<file path="config.mk">
export PLATFORM = sky130hd
export DESIGN_NAME = ingress_port_arbiter
export DESIGN_NICKNAME = d
export VERILOG_FILES = /design/src/rtl/ingress_port_arbiter.sv
export SDC_FILE = /design/constraint.sdc
export NUM_CORES = 1
export LEC_CHECK = 0
export ABC_CLOCK_PERIOD_IN_PS = 3200
export CORE_AREA = 5 5 114 143
export DETAILED_ROUTE_END_ITERATION = 8
export DIE_AREA = 0 0 119 148
export HOLD_SLACK_MARGIN = 0.15
export SLEW_MARGIN = 10
export SYNTH_ARGS = -nofsm -noshare
export SYNTH_HDL_FRONTEND = slang
export SYNTH_SLANG_ARGS = --single-unit
</file>
<file path="constraint.sdc">
create_clock -name clk -period 3.2 [get_ports clk]
set_input_delay 0.32 -clock clk [delete_from_list [all_inputs] [get_ports clk]]
set_output_delay 0.32 -clock clk [all_outputs]
set_load 0.03 [all_outputs]
</file>
<file path="src/rtl/ingress_port_arbiter.sv">
// ingress_port_arbiter
// Four-port round-robin ingress arbiter. Each granted frame descriptor is
// validated; good frames are copied byte-by-byte into the shared data FIFO
// and described in the shared pointer FIFO, while errored and runt frames are
// drained from the port FIFO and discarded.
//
// Optional feature: define INGRESS_DROP_CNT_EN to build the 16-bit saturating
// dropped-frame counter on drop_cnt. Without it drop_cnt is tied to zero.
//
// Handshakes: the port and shared FIFOs have no valid/ready pair. A read
// strobe issued in cycle k returns data during cycle k+1. A write is only
// issued once CHECK has seen enough free space and a non-full pointer FIFO,
// so neither shared FIFO can overflow.
module ingress_port_arbiter #(
    parameter int MIN_LEN = 14
) (
    input  logic        clk,
    input  logic        rstn,
    input  logic [3:0]  port_ptr_empty,
    output logic [3:0]  port_ptr_rd,
    input  logic [63:0] port_ptr_dout,
    output logic [3:0]  port_data_rd,
    input  logic [31:0] port_data_dout,
    output logic        sfifo_wr,
    output logic [7:0]  sfifo_din,
    input  logic [11:0] sfifo_free,
    output logic        ptr_sfifo_wr,
    output logic [19:0] ptr_sfifo_din,
    input  logic        ptr_sfifo_full,
    output logic [15:0] drop_cnt
);

    localparam logic [10:0] MIN_LEN_L = 11'(MIN_LEN);

    typedef enum logic [2:0] {
        IDLE  = 3'd0,
        SEL   = 3'd1,
        DESC  = 3'd2,
        CHECK = 3'd3,
        COPY  = 3'd4,
        DROP  = 3'd5,
        DONE  = 3'd6
    } state_t;

    state_t      state;
    logic [1:0]  rr;        // round-robin start point for the next grant
    logic [1:0]  g;         // port currently granted
    logic [10:0] len;
    logic [3:0]  pre;
    logic        err;
    logic [10:0] cnt;       // data reads still to issue
    logic [1:0]  tail;      // cycles spent in COPY after the last read
    logic        copy_rd_d1;

    logic [1:0]  gnt_idx;
    logic        gnt_any;
    logic [1:0]  cand;
    logic [15:0] desc_g;
    logic [7:0]  byte_g;
    logic        reject;
    logic        space_ok;

    function automatic logic [3:0] onehot(input logic [1:0] idx);
        return 4'b0001 << idx;
    endfunction

    // First non-empty port at or after the round-robin pointer, wrapping 3->0.
    always_comb begin
        gnt_idx = rr;
        gnt_any = 1'b0;
        cand    = rr;
        for (int k = 0; k < 4; k++) begin
            cand = rr + 2'(k);
            if (!gnt_any && !port_ptr_empty[cand]) begin
                gnt_idx = cand;
                gnt_any = 1'b1;
            end
        end
    end

    assign desc_g   = port_ptr_dout[{g, 4'b0000} +: 16];
    assign byte_g   = port_data_dout[{g, 3'b000} +: 8];
    assign reject   = err || (len < MIN_LEN_L);
    assign space_ok = (sfifo_free >= {1'b0, len}) && !ptr_sfifo_full;

    // Frame sequencing: grant, fetch descriptor, validate, then copy or drain.
    always_ff @(posedge clk or negedge rstn) begin
        if (!rstn) begin
            state         <= IDLE;
            rr            <= 2'd0;
            g             <= 2'd0;
            len           <= 11'd0;
            pre           <= 4'd0;
            err           <= 1'b0;
            cnt           <= 11'd0;
            tail          <= 2'd0;
            port_ptr_rd   <= 4'd0;
            port_data_rd  <= 4'd0;
            ptr_sfifo_wr  <= 1'b0;
            ptr_sfifo_din <= 20'd0;
        end else begin
            port_ptr_rd  <= 4'd0;
            ptr_sfifo_wr <= 1'b0;
            case (state)
                IDLE: begin
                    if (gnt_any) begin
                        g           <= gnt_idx;
                        port_ptr_rd <= onehot(gnt_idx);
                        state       <= SEL;
                    end
                end
                SEL: begin
                    state <= DESC;
                end
                DESC: begin
                    len   <= desc_g[10:0];
                    pre   <= desc_g[14:11];
                    err   <= desc_g[15];
                    state <= CHECK;
                end
                CHECK: begin
                    if (reject) begin
                        if (len != 11'd0) begin
                            cnt          <= len;
                            port_data_rd <= onehot(g);
                            state        <= DROP;
                        end else begin
                            state <= DONE;
                        end
                    end else if (space_ok) begin
                        cnt          <= len;
                        tail         <= 2'd0;
                        port_data_rd <= (len != 11'd0) ? onehot(g) : 4'd0;
                        state        <= COPY;
                    end
                end
                COPY: begin
                    if (cnt != 11'd0) begin
                        cnt <= cnt - 11'd1;
                        if (cnt == 11'd1) begin
                            port_data_rd <= 4'd0;
                        end
                    end else begin
                        // The last byte leaves the write pipeline one cycle
                        // after the reads stop; the descriptor follows it.
                        tail <= tail + 2'd1;
                        if (tail == 2'd1) begin
                            ptr_sfifo_wr  <= 1'b1;
                            ptr_sfifo_din <= {pre, onehot(g), 1'b0, len};
                        end
                        if (tail == 2'd2) begin
                            state <= DONE;
                        end
                    end
                end
                DROP: begin
                    if (cnt != 11'd0) begin
                        cnt <= cnt - 11'd1;
                        if (cnt == 11'd1) begin
                            port_data_rd <= 4'd0;
                        end
                    end else begin
                        state <= DONE;
                    end
                end
                DONE: begin
                    rr    <= g + 2'd1;
                    state <= IDLE;
                end
                default: begin
                    state <= IDLE;
                end
            endcase
        end
    end

    // Two-stage copy pipeline: read strobe, then data valid, then write.
    always_ff @(posedge clk or negedge rstn) begin
        if (!rstn) begin
            copy_rd_d1 <= 1'b0;
            sfifo_wr   <= 1'b0;
            sfifo_din  <= 8'd0;
        end else begin
            copy_rd_d1 <= (state == COPY) && (port_data_rd != 4'd0);
            sfifo_wr   <= copy_rd_d1;
            if (copy_rd_d1) begin
                sfifo_din <= byte_g;
            end
        end
    end

`ifdef INGRESS_DROP_CNT_EN
    logic drop_evt;
    assign drop_evt = ((state == CHECK) && reject && (len == 11'd0)) ||
                      ((state == DROP) && (cnt == 11'd0));

    // Saturating count of discarded frames, including zero-length ones.
    always_ff @(posedge clk or negedge rstn) begin
        if (!rstn) begin
            drop_cnt <= 16'd0;
        end else if (drop_evt && (drop_cnt != 16'hFFFF)) begin
            drop_cnt <= drop_cnt + 16'd1;
        end
    end
`else
    assign drop_cnt = 16'd0;
`endif

endmodule

</file>
==> results_dict.tcl, run 1 <==
set metrics [dict create \
    start_kind "register" \
    synthAdderAreaFrac_pct 5.49 \
    r2r_end "ptr_sfifo_din[2]" \
    grt_pass1_vias 3923 \
    cts_buffer_depth 2 \
    antenna_found_initial 0 \
    maxSlewViolCount 0 \
    combPwrFrac_pct 42.9 \
    synth_top_family_by_area "multiplexers" \
    synth-xor-area-share_pct 0 \
    die_w_microns 119 \
    hpwlAfterDp_microns 9980 \
    rsz0062_at_grt "false" \
    postSynthAreaPerCell_sq_um 10.9 \
    required_ns 3.40 \
    period_share_pct 84.1 \
    path_buf_inv 1 \
    netlist_area_sq_um 4330 \
    firstDrtPassIters 4 \
    fin_setup_tns_ns 0 \
    htreeDepth 3 \
    setup_violations 0 \
    worstSetupPathType "reg2reg" \
    switching_power_uw 1840 \
    layout_common_cells "150 x clkdlybuf4s50_1, 73 x dfrtp_1, 37 x o21ai_0" \
    grt_max_degree 75 \
    nets 678 \
    post-route-util_pct 42.5 \
    worstRegToRegCells 7 \
    drive_gt1_share_pct 14.8 \
    start_util_pct 29.3 \
    wl_per_cell_microns 17.3 \
    postCtsSetupRepairBufs 0 \
    gp_congestion 0.873 \
    place_inst 715 \
    dr_total_vias 3617 \
    syn2layout_area_growth_pct 44.8 \
    endpoint_kind "register" \
    clock.fmax_ghz 0.372 \
    crit_family "simple AND/OR/NAND/NOR gates" \
    dieHeight_microns 148 \
    p_int_uw 3000 \
    ir_drop_mv 0.306 \
    grtUsageMet2_pct 26.3 \
    grtUsageMet1_pct 16.8 \
    path_clk_slew_ns 0.06 \
    cellPowerDensity_nw_per_um2 772 \
    reg2reg_slack_ns 0.51 \
    grt-busiest-layer "met2" \
    drt_iter0_drc 145 \
    layout_commonest_cell "clkdlybuf4s50_1" \
    synth_cell_types 51 \
    hold_buffers 0 \
    synth_edf_count 0 \
    arrival_ns 2.89 \
    diodes 0 \
    cp_max_fo 20 \
    ant_nets 0 \
    synth_ff_type "dfrtp_1" \
    placed_area_sq_um 5950 \
    synth_compound_area_share_pct 13.0 \
    crit_top_cell "nand2_1" \
    clock_sinks 74 \
    ys_warn_count 0 \
    worst_pin_slew_ns 0.964 \
    min_path_type "in2async" \
    rows 50 \
    grtUsageMet3_pct 2.68 \
    synth-seq-area-share_pct 42.8 \
    stdcell_area_sq_um 6270 \
    max-cap-violations 0 \
    max_stage_delay_ns 0.64 \
    p_clk_share_pct 22.5 \
    power_leakage_uw 0.00260 \
    port_buffers 151 \
    core_sq_um 14800 \
    ys_ff_latch 74 \
    fin_crit_ns 2.69 \
    wl_microns 12600 \
    ys_async_sr_fraction_pct 100 \
    numCtsBuffers 9 \
    outcome "finished, final reports clean" \
    num_io_pins 169 \
    slowest_stage "or4_1" \
    via_per_inst 4.95 \
    clockRootBuffer "clkbuf_16" \
    path_cells "or3_4 > or4_1 > nor4_1 > nand2_1 > buf_4 > nand2_1 > o21ai_0" \
    power_frac_seq_pct 34.7 \
    cts_tree "yes" \
    netlist_instances 399 \
    switching_share_pct 37.9 \
    cts_resized 0 \
    synth_mux_area_share_pct 19.5 \
    grt_overflow 0 \
    synthSimpleGateAreaFrac_pct 12.3 \
    grt_util_all_layers_pct 14.3 \
    grt_pass1_wl_microns 20200 \
    dieArea_sq_um 17600 \
    clk_latency_ns 0.33 \
    fin_worst_skew_ns 0.00696 \
    rr_startpoint "cnt[5]" \
    drc 0 \
    hold_violations 0 \
    final_cell_count_no_fill 731 \
    slew_headroom_pct 35.8 \
]
[power by group through the flow]
stage          combinational, uW  sequential (uW)  clock, uW
2_1_floorplan               1420             1630          0
5_1_grt                     2280             1750       1150
3_5_place_dp                2080             1690          0
6_report                    2070             1680       1090
4_1_cts                     2100             1690       1110
3_3_place_gp                2040             1680          0
[sequential cells by signal, indices dropped and copies added, names as in the netlist]
register,flops
port_data_rd,4
sfifo_wr,1
pre,4
port_ptr_rd,4
g,2
cnt,11
ptr_sfifo_din,19
sfifo_din,8
len,11
ptr_sfifo_wr,1
tail,2
copy_rd_d1,1
err,1
rr,2
state,3
[cell families after synthesis]
kind of cell | after synthesis
DFF | 74
AOI/OAI and AO/OA | 94
and+or+nand+nor | 103
adders and majority gates | 19
buffers and inverters | 57
other | 1
muxes | 51
[worst register-to-register path, cell delays in order, from the launching register on]
cell     delay, ns
dfrtp_1       0.43
or3_4         0.44
or4_1         0.64
nor4_1        0.22
nand2_1       0.36
buf_4         0.33
nand2_1       0.08
o21ai_0       0.07
[per-layer routing]
layer  wire (microns)  share of wire (%)  vias to the layer above
li1                 -                  -                     1728
met5                0                  0                        -
met3              451                3.6                       16
met2             6890                 55                       94
met1             5090                 40                     1779
met4              211                1.7                        0
[synth_stat cells, types with 2 or more instances]
master	number	share of area, %
o211ai_1	3	0.52
mux2_2	26	6.8
nand2b_1	3	0.43
or4_1	2	0.35
and2_1	2	0.29
nor2_1	15	1.3
nand2_1	35	3.0
a31oi_1	3	0.43
a21oi_1	24	2.8
a22o_1	4	0.81
o31ai_1	5	0.87
or3_4	2	0.52
buf_2	4	0.46
nor3b_1	3	0.52
buf_4	18	3.1
nor2b_1	5	0.72
inv_1	18	1.6
nand4_1	2	0.29
nor3_1	9	1.0
a21o_1	6	1.0
nand4b_1	2	0.40
nand3_1	10	1.2
buf_1	3	0.26
o21ai_0	37	4.3
clkbuf_1	12	1.0
and4b_1	2	0.46
nor4_1	4	0.58
dfrtp_1	74	43
ha_1	19	5.5
o21a_1	3	0.52
mux4_2	24	12
[how the worst max path moves through the flow]
stage / startpoint / end / slack [ns] / cells past startpoint
5_1_grt: cnt[5] / ptr_sfifo_din[5] / 0.30 / 7
2_1_floorplan: cnt[5] / cnt[0] / 0.90 / 7
3_5_place_dp: sfifo_free[10] / cnt[1] / 0.41 / 8
4_1_cts: cnt[5] / ptr_sfifo_din[2] / 0.49 / 7
6_report: cnt[5] / ptr_sfifo_din[2] / 0.51 / 7
3_3_place_gp: sfifo_free[10] / cnt[1] / 0.45 / 8
[through the flow]
| step | setup slack [ns] | hold WS [ns] | power [uW] |
|---|---|---|---|
| after floorplan | 0.905 | 0.0244 | 3040 |
| after global placement | 0.447 | 0.468 | 3720 |
| after detailed placement | 0.410 | 0.472 | 3780 |
| after CTS | 0.490 | 0.182 | 4890 |
| after global routing | 0.301 | 0.226 | 5170 |
| final | 0.509 | 0.136 | 4840 |
[cell type report]
class                   instances  area (sq um)
fillers                      1431          8490
multi-input cells             284          2250
flip-flops and latches         74          1850
repair buffers                157          1550
clock buffers                  11           243
well taps                     182           228
clock inverters                 5          77.6
inverters                      18          67.6
(Power assumes the default switching activity.)
==> run 2, diff against run 1 <==
Settings changed: ABC_CLOCK_PERIOD_IN_PS 3200 to 2400.
Clock period 3.2 ns to 2.4 ns, I/O delays scaled along.
==> run 2 against run 1 <==
Against the previous run:
- sequential power rose by 32%
- routed wire length rose by 2.7%
- count of clock-buffer cells in the layout rose by 1
- sequential share of layout area fell by 1.3 points
- critical path depth rose by 3
- clock power rose by 34%
- fmax rose by 18%
- critical path type unchanged
- largest power group unchanged
==> results_dict.tcl, run 2 (synthesis gave the netlist of run 1 again) <==
set metrics [dict create \
    cp_max_fo 6 \
    cts_tree "yes" \
    dr_total_vias 3769 \
    met3_length_microns 559 \
    max-cap-violations 0 \
    combPwrFrac_pct 45.9 \
    clockRootBuffer "clkbuf_16" \
    min_path_type "in2async" \
    hpwlAfterDp_microns 10300 \
    wl_met1_microns 5160 \
    ant_nets 0 \
    start_util_pct 29.3 \
    cts_buffer_depth 2 \
    grt_util_all_layers_pct 14.5 \
    final_cell_count_no_fill 764 \
    firstDrtPassIters 4 \
    nets 711 \
    clock.fmax_ghz 0.437 \
    fin_setup_tns_ns 0 \
    maxSlewViolCount 0 \
    multi_input_area_sq_um 2280 \
    dieHeight_microns 148 \
    post-place-ws_ns -0.294 \
    port_buffers 151 \
    p_clk_share_pct 21.5 \
    seq_area_sq_um 1850 \
    via_per_inst 4.93 \
    num_io_pins 169 \
    slew_headroom_pct 39.5 \
    wl_per_cell_microns 17.0 \
    setup_violations 0 \
    hold_violations 0 \
    drt_iter0_drc 135 \
    wl_microns 13000 \
    reg.largest.list "ptr_sfifo_din: 19 flops, cnt: 11 flops, len: 11 flops" \
    worstRegToRegCells 10 \
    required_ns 2.65 \
    grt_overflow 0 \
    gp_congestion 0.875 \
    timing.final.ws_setup_ns 0.112 \
    p_int_uw 4250 \
    period_share_pct 95.3 \
    htreeDepth 3 \
    drc 0 \
    clock_sinks 74 \
    holdWs_ns 0.441 \
    switching_share_pct 37.2 \
    fillerInstances 1412 \
    outcome "finished, final reports clean" \
    antenna_found_initial 0 \
    place_inst 740 \
    numCtsBuffers 9 \
    path_clk_slew_ns 0.06 \
    worstSetupPathType "reg2reg" \
    cellPowerDensity_nw_per_um2 1030 \
    grt_pass1_wl_microns 20400 \
    power_frac_seq_pct 32.6 \
    endpoint_kind "register" \
    clk_latency_ns 0.33 \
    grt_pass1_vias 4020 \
    rows 50 \
    highest_layer "met4" \
    power_leakage_uw 0.00277 \
    largest_reg_flops 19 \
    core_sq_um 14800 \
    worst_pin_slew_ns 0.907 \
    dieArea_sq_um 17600 \
    die_w_microns 119 \
    layout_common_cells "150 x clkdlybuf4s50_1, 73 x dfrtp_1, 37 x o21ai_0" \
    ir_drop_mv 0.478 \
    wl_met2_microns 6920 \
    switching_power_uw 2520 \
    fin_worst_skew_ns 0.00801 \
    syn2layout_area_growth_pct 51.6 \
    arrival_ns 2.53 \
    grt_max_degree 41 \
    post-route-util_pct 44.5 \
    diodes 0 \
    fin_crit_ns 2.29 \
    start_kind "register" \
    top_register "ptr_sfifo_din" \
    drive_gt1_share_pct 20.4 \
    layout_commonest_cell "clkdlybuf4s50_1" \
]
run 2: final cells by class:
class	count	area share [%]
Multi-Input combinational cell	285	34.7
Sequential cell	74	28.2
Clock inverter	4	1.12
Tap cell	182	3.47
Inverter	18	1.03
Timing Repair Buffer	189	27.5
Clock buffer	12	3.91
run 2: path summary, 6_finish.rpt:
path | startpoint | endpoint | slack [ns]
setup / recovery | len[10] | cnt[1] | 0.11
hold / removal | rstn | ptr_sfifo_din[6] | 0.44
setup reg to reg | len[10] | cnt[1] | 0.11
hold reg to reg | ptr_sfifo_din[2] | ptr_sfifo_din[2] | 0.48
max in group asynchronous | rstn | rr[1] | 1.38
min in group clk | ptr_sfifo_din[2] | ptr_sfifo_din[2] | 0.48
run 2: what timing repair did:
action	4_1_cts	5_1_grt
resized for setup	2	6
endpoints found under the hold margin	39	0
pin swaps	3	3
setup buffers	1	4
endpoints found under the setup margin	5	37
hold buffers	1	0
cloned	1	1
run 2: worst max-delay path, stage by stage, from the launching register on:
cell and delay (ns):
dfrtp_1 0.36, inv_1 0.07, ha_1 0.29, and4b_1 0.22
buf_4 0.13, nand3_1 0.07, o221a_2 0.28, o211ai_1 0.19
buf_4 0.16, and3_4 0.23, mux2i_1 0.19
run 2: stage by stage:
| stage | power, uW | cell area, sq um |
|---|---|---|
| 2_1_floorplan | 4060 | 4390 |
| 3_3_place_gp | 5150 | 6150 |
| 3_5_place_dp | 5240 | 6150 |
| 4_1_cts | 6770 | 6510 |
| 5_1_grt | 7220 | 6570 |
| 6_report | 6770 | 6570 |
run 2: routing by layer:
layer / GRT usage [%] / vias to the layer above
met5: 0 / -
met4: 5.91 / 0
met3: 2.99 / 25
met2: 25.7 / 115
met1: 16.9 / 1837
li1: - / 1792
run 2: power by group through the flow:
| stage | clock, uW | combinational [uW] | sequential (uW) |
|---|---|---|---|
| after floorplan | 0 | 1890 | 2170 |
| after global placement | 0 | 2940 | 2210 |
| after detailed placement | 0 | 3010 | 2230 |
| after CTS | 1500 | 3060 | 2210 |
| after global routing | 1540 | 3380 | 2290 |
| final | 1460 | 3100 | 2210 |
==> run 3, diff against run 2 <==
Settings changed: ABC_AREA set to 1, CORE_AREA 5 5 114 143 to 5 5 104 130, DIE_AREA 0 0 119 148 to 0 0 109 135, PLACE_DENSITY set to 0.76.
==> run 3 against run 2 <==
Against the previous run:
- total power rose by 3.3%
- setup slack gained 0.21 ns
- critical endpoint is now cnt[5]
- synthesized cell count increased by 71%
- clock skew down 0.0044 ns
- sequential power fell by 8%
- cell count grew 30%
- fmax up 10%
- non-clock buffer count shrank 26
- combinational power increased by 17%
==> results_dict.tcl, run 3 <==
set metrics [dict create \
    synth_mux_area_share_pct 0 \
    max-cap-violations 0 \
    yosys-top-cells-count "155 x nand2_1, 108 x nor2_1, 86 x o21ai_0" \
    antenna_found_initial 0 \
    synth_largest_area_cell "dfrtp_1" \
    top_register "ptr_sfifo_din" \
    start_kind "register" \
    port_buffers 151 \
    setup_violations 0 \
    slew_headroom_pct 36.4 \
    drc 0 \
    grt_max_degree 75 \
    worst_pin_slew_ns 0.954 \
    numCtsBuffers 9 \
    nets 957 \
    path_buf_inv 2 \
    diodes 0 \
    postSynthAreaPerCell_sq_um 7.26 \
    arrival_ns 2.29 \
    power_uw 6990 \
    wl_per_cell_microns 14.1 \
    synth_ff_type "dfrtp_1" \
    core_sq_um 12100 \
    grt_overflow 0 \
    period_share_pct 86.5 \
    die_w_microns 109 \
    synth_edf_count 0 \
    via_per_inst 4.97 \
    ys_warn_count 0 \
    slowest_stage "dfrtp_1" \
    final_cell_count_no_fill 991 \
    reg.largest.list "ptr_sfifo_din: 19 flops, cnt: 11 flops, len: 11 flops" \
    holdWs_ns 0.478 \
    wl_microns 13900 \
    yosys-top-cells-area "dfrtp_1 37%, nand2_1 12%, o21ai_0 8.7%" \
    synthAdderAreaFrac_pct 4.80 \
    grt_util_all_layers_pct 19.0 \
    syn2layout_area_growth_pct 37.7 \
    endpoint_kind "register" \
    cts_buffer_depth 2 \
    num_io_pins 169 \
    start_util_pct 40.9 \
    timing.final.ws_setup_ns 0.323 \
    cellPowerDensity_nw_per_um2 1030 \
    fin_setup_tns_ns 0 \
    gp_congestion 0.867 \
    drive_gt1_share_pct 9.55 \
    rows 45 \
    htreeDepth 3 \
    synth-seq-area-share_pct 37.4 \
    ir_drop_mv 0.502 \
    path_clk_slew_ns 0.06 \
    hold_violations 0 \
    firstDrtPassIters 6 \
    synth_most_common_cell "nand2_1" \
    crit_top_cell "nand2_1" \
    netlist.area_leader.share_pct 37.4 \
    fin_worst_skew_ns 0.00360 \
    dieHeight_microns 135 \
    synth_top_family_by_area "simple AND/OR/NAND/NOR gates" \
    netlist_area_sq_um 4950 \
    ant_nets 0 \
    outcome "finished, final reports clean" \
    clk_latency_ns 0.33 \
    path_cells "inv_1 > ha_1 > nand2_1 > inv_1 > nand3b_1 > nor2_1 > nand2_1 > nand2_1 > nand2_1 > nand2_1 > nand3_2 > nand2_1 > nand2_1" \
    cp_max_fo 11 \
    max_stage_delay_ns 0.36 \
    largest_reg_flops 19 \
    layout_common_cells "155 x nand2_1, 150 x clkdlybuf4s50_1, 107 x nor2_1" \
    required_ns 2.61 \
    crit_family "simple AND/OR/NAND/NOR gates" \
    clockRootBuffer "clkbuf_16" \
    ys_ff_latch 74 \
    grt_pass1_wl_microns 22200 \
    synth_compound_area_share_pct 16.1 \
    layout_commonest_cell "nand2_1" \
    maxSlewViolCount 0 \
    worstSetupPathType "reg2reg" \
    dieArea_sq_um 14700 \
    post-place-ws_ns 0.141 \
    place_inst 975 \
    clock_sinks 74 \
    hpwlAfterDp_microns 10500 \
    synth_cell_types 34 \
    cts_tree "yes" \
    synth-xor-area-share_pct 0 \
    grt_pass1_vias 4646 \
    drt_iter0_drc 264 \
    synthSimpleGateAreaFrac_pct 31.1 \
    ys_async_sr_fraction_pct 100 \
    min_path_type "reg2reg" \
    fin_crit_ns 2.08 \
    power_leakage_uw 0.00311 \
    netlist_instances 682 \
    clock.fmax_ghz 0.482 \
    dr_total_vias 4925 \
    rsz0062_at_grt "false" \
]
## run 3: cells by family (layout without fill, tap and decap cells)
family	after synthesis	in the layout
buf+inv	107	236
compound gates	140	140
flops	74	74
simple gates	341	341
other cells	1	17
fa+ha+maj	19	19
## run 3: worst paths after layout
check | from | endpoint | slack (ns) | depth (start not counted)
max in group asynchronous | rstn | ptr_sfifo_din[12] | 1.15 | 2
max reg2reg | len[9] | cnt[5] | 0.32 | 13
min reg2reg | ptr_sfifo_din[10] | ptr_sfifo_din[10] | 0.48 | 2
max | len[9] | cnt[5] | 0.32 | 13
min in group asynchronous | rstn | len[3] | 0.63 | 2
min | ptr_sfifo_din[10] | ptr_sfifo_din[10] | 0.48 | 2
## run 3: area by class of cell
class	count	area [sq um]
flip-flops and latches	74	1850
well taps	164	205
repair buffers	163	1610
clock buffers	12	246
clock inverters	3	40.0
inverters	58	219
multi-input cells	517	2640
fillers	1138	5290
## run 3: metal layers
metal  up-vias  track usage (%)  part of all wire [%]
met1      2260             22.8                    40
met3        20             3.87                   6.5
li1       2484                -                     -
met2       161             33.4                    52
met4         0             6.39                   1.9
met5         -                0                     0
## run 3: metrics by stage
step                      area [sq um]  util (%)
after floorplan                   5010         -
after global placement            6520      53.9
after detailed placement          6520      53.9
after CTS                         6820      56.3
after global routing              6820      56.3
final                             6820      56.3
## run 3: power breakdown
part / total, uW / leakage [uW] / switching [uW] / internal [uW]
Clock: 1310 / 0.000142 / 484 / 824
Sequential: 2040 / 0.000856 / 370 / 1670
Combinational: 3640 / 0.00212 / 2280 / 1360
Total: 6990 / 0.00311 / 3140 / 3860
## run 3: timing repair
action / 4_1_cts / 5_1_grt
setup buffers: 0 / 0
endpoints found under the hold margin: 74 / 0
hold buffers: 1 / 0
resized for setup: 0 / 0
## run 3: worst reg2reg max path: stages, from the launching register on
cell      delay (ns)
dfrtp_1         0.36
inv_1           0.14
ha_1            0.33
nand2_1         0.06
inv_1           0.06
nand3b_1        0.10
nor2_1          0.09
nand2_1         0.06
nand2_1         0.11
nand2_1         0.06
nand2_1         0.16
nand3_2         0.25
nand2_1         0.13
nand2_1         0.06
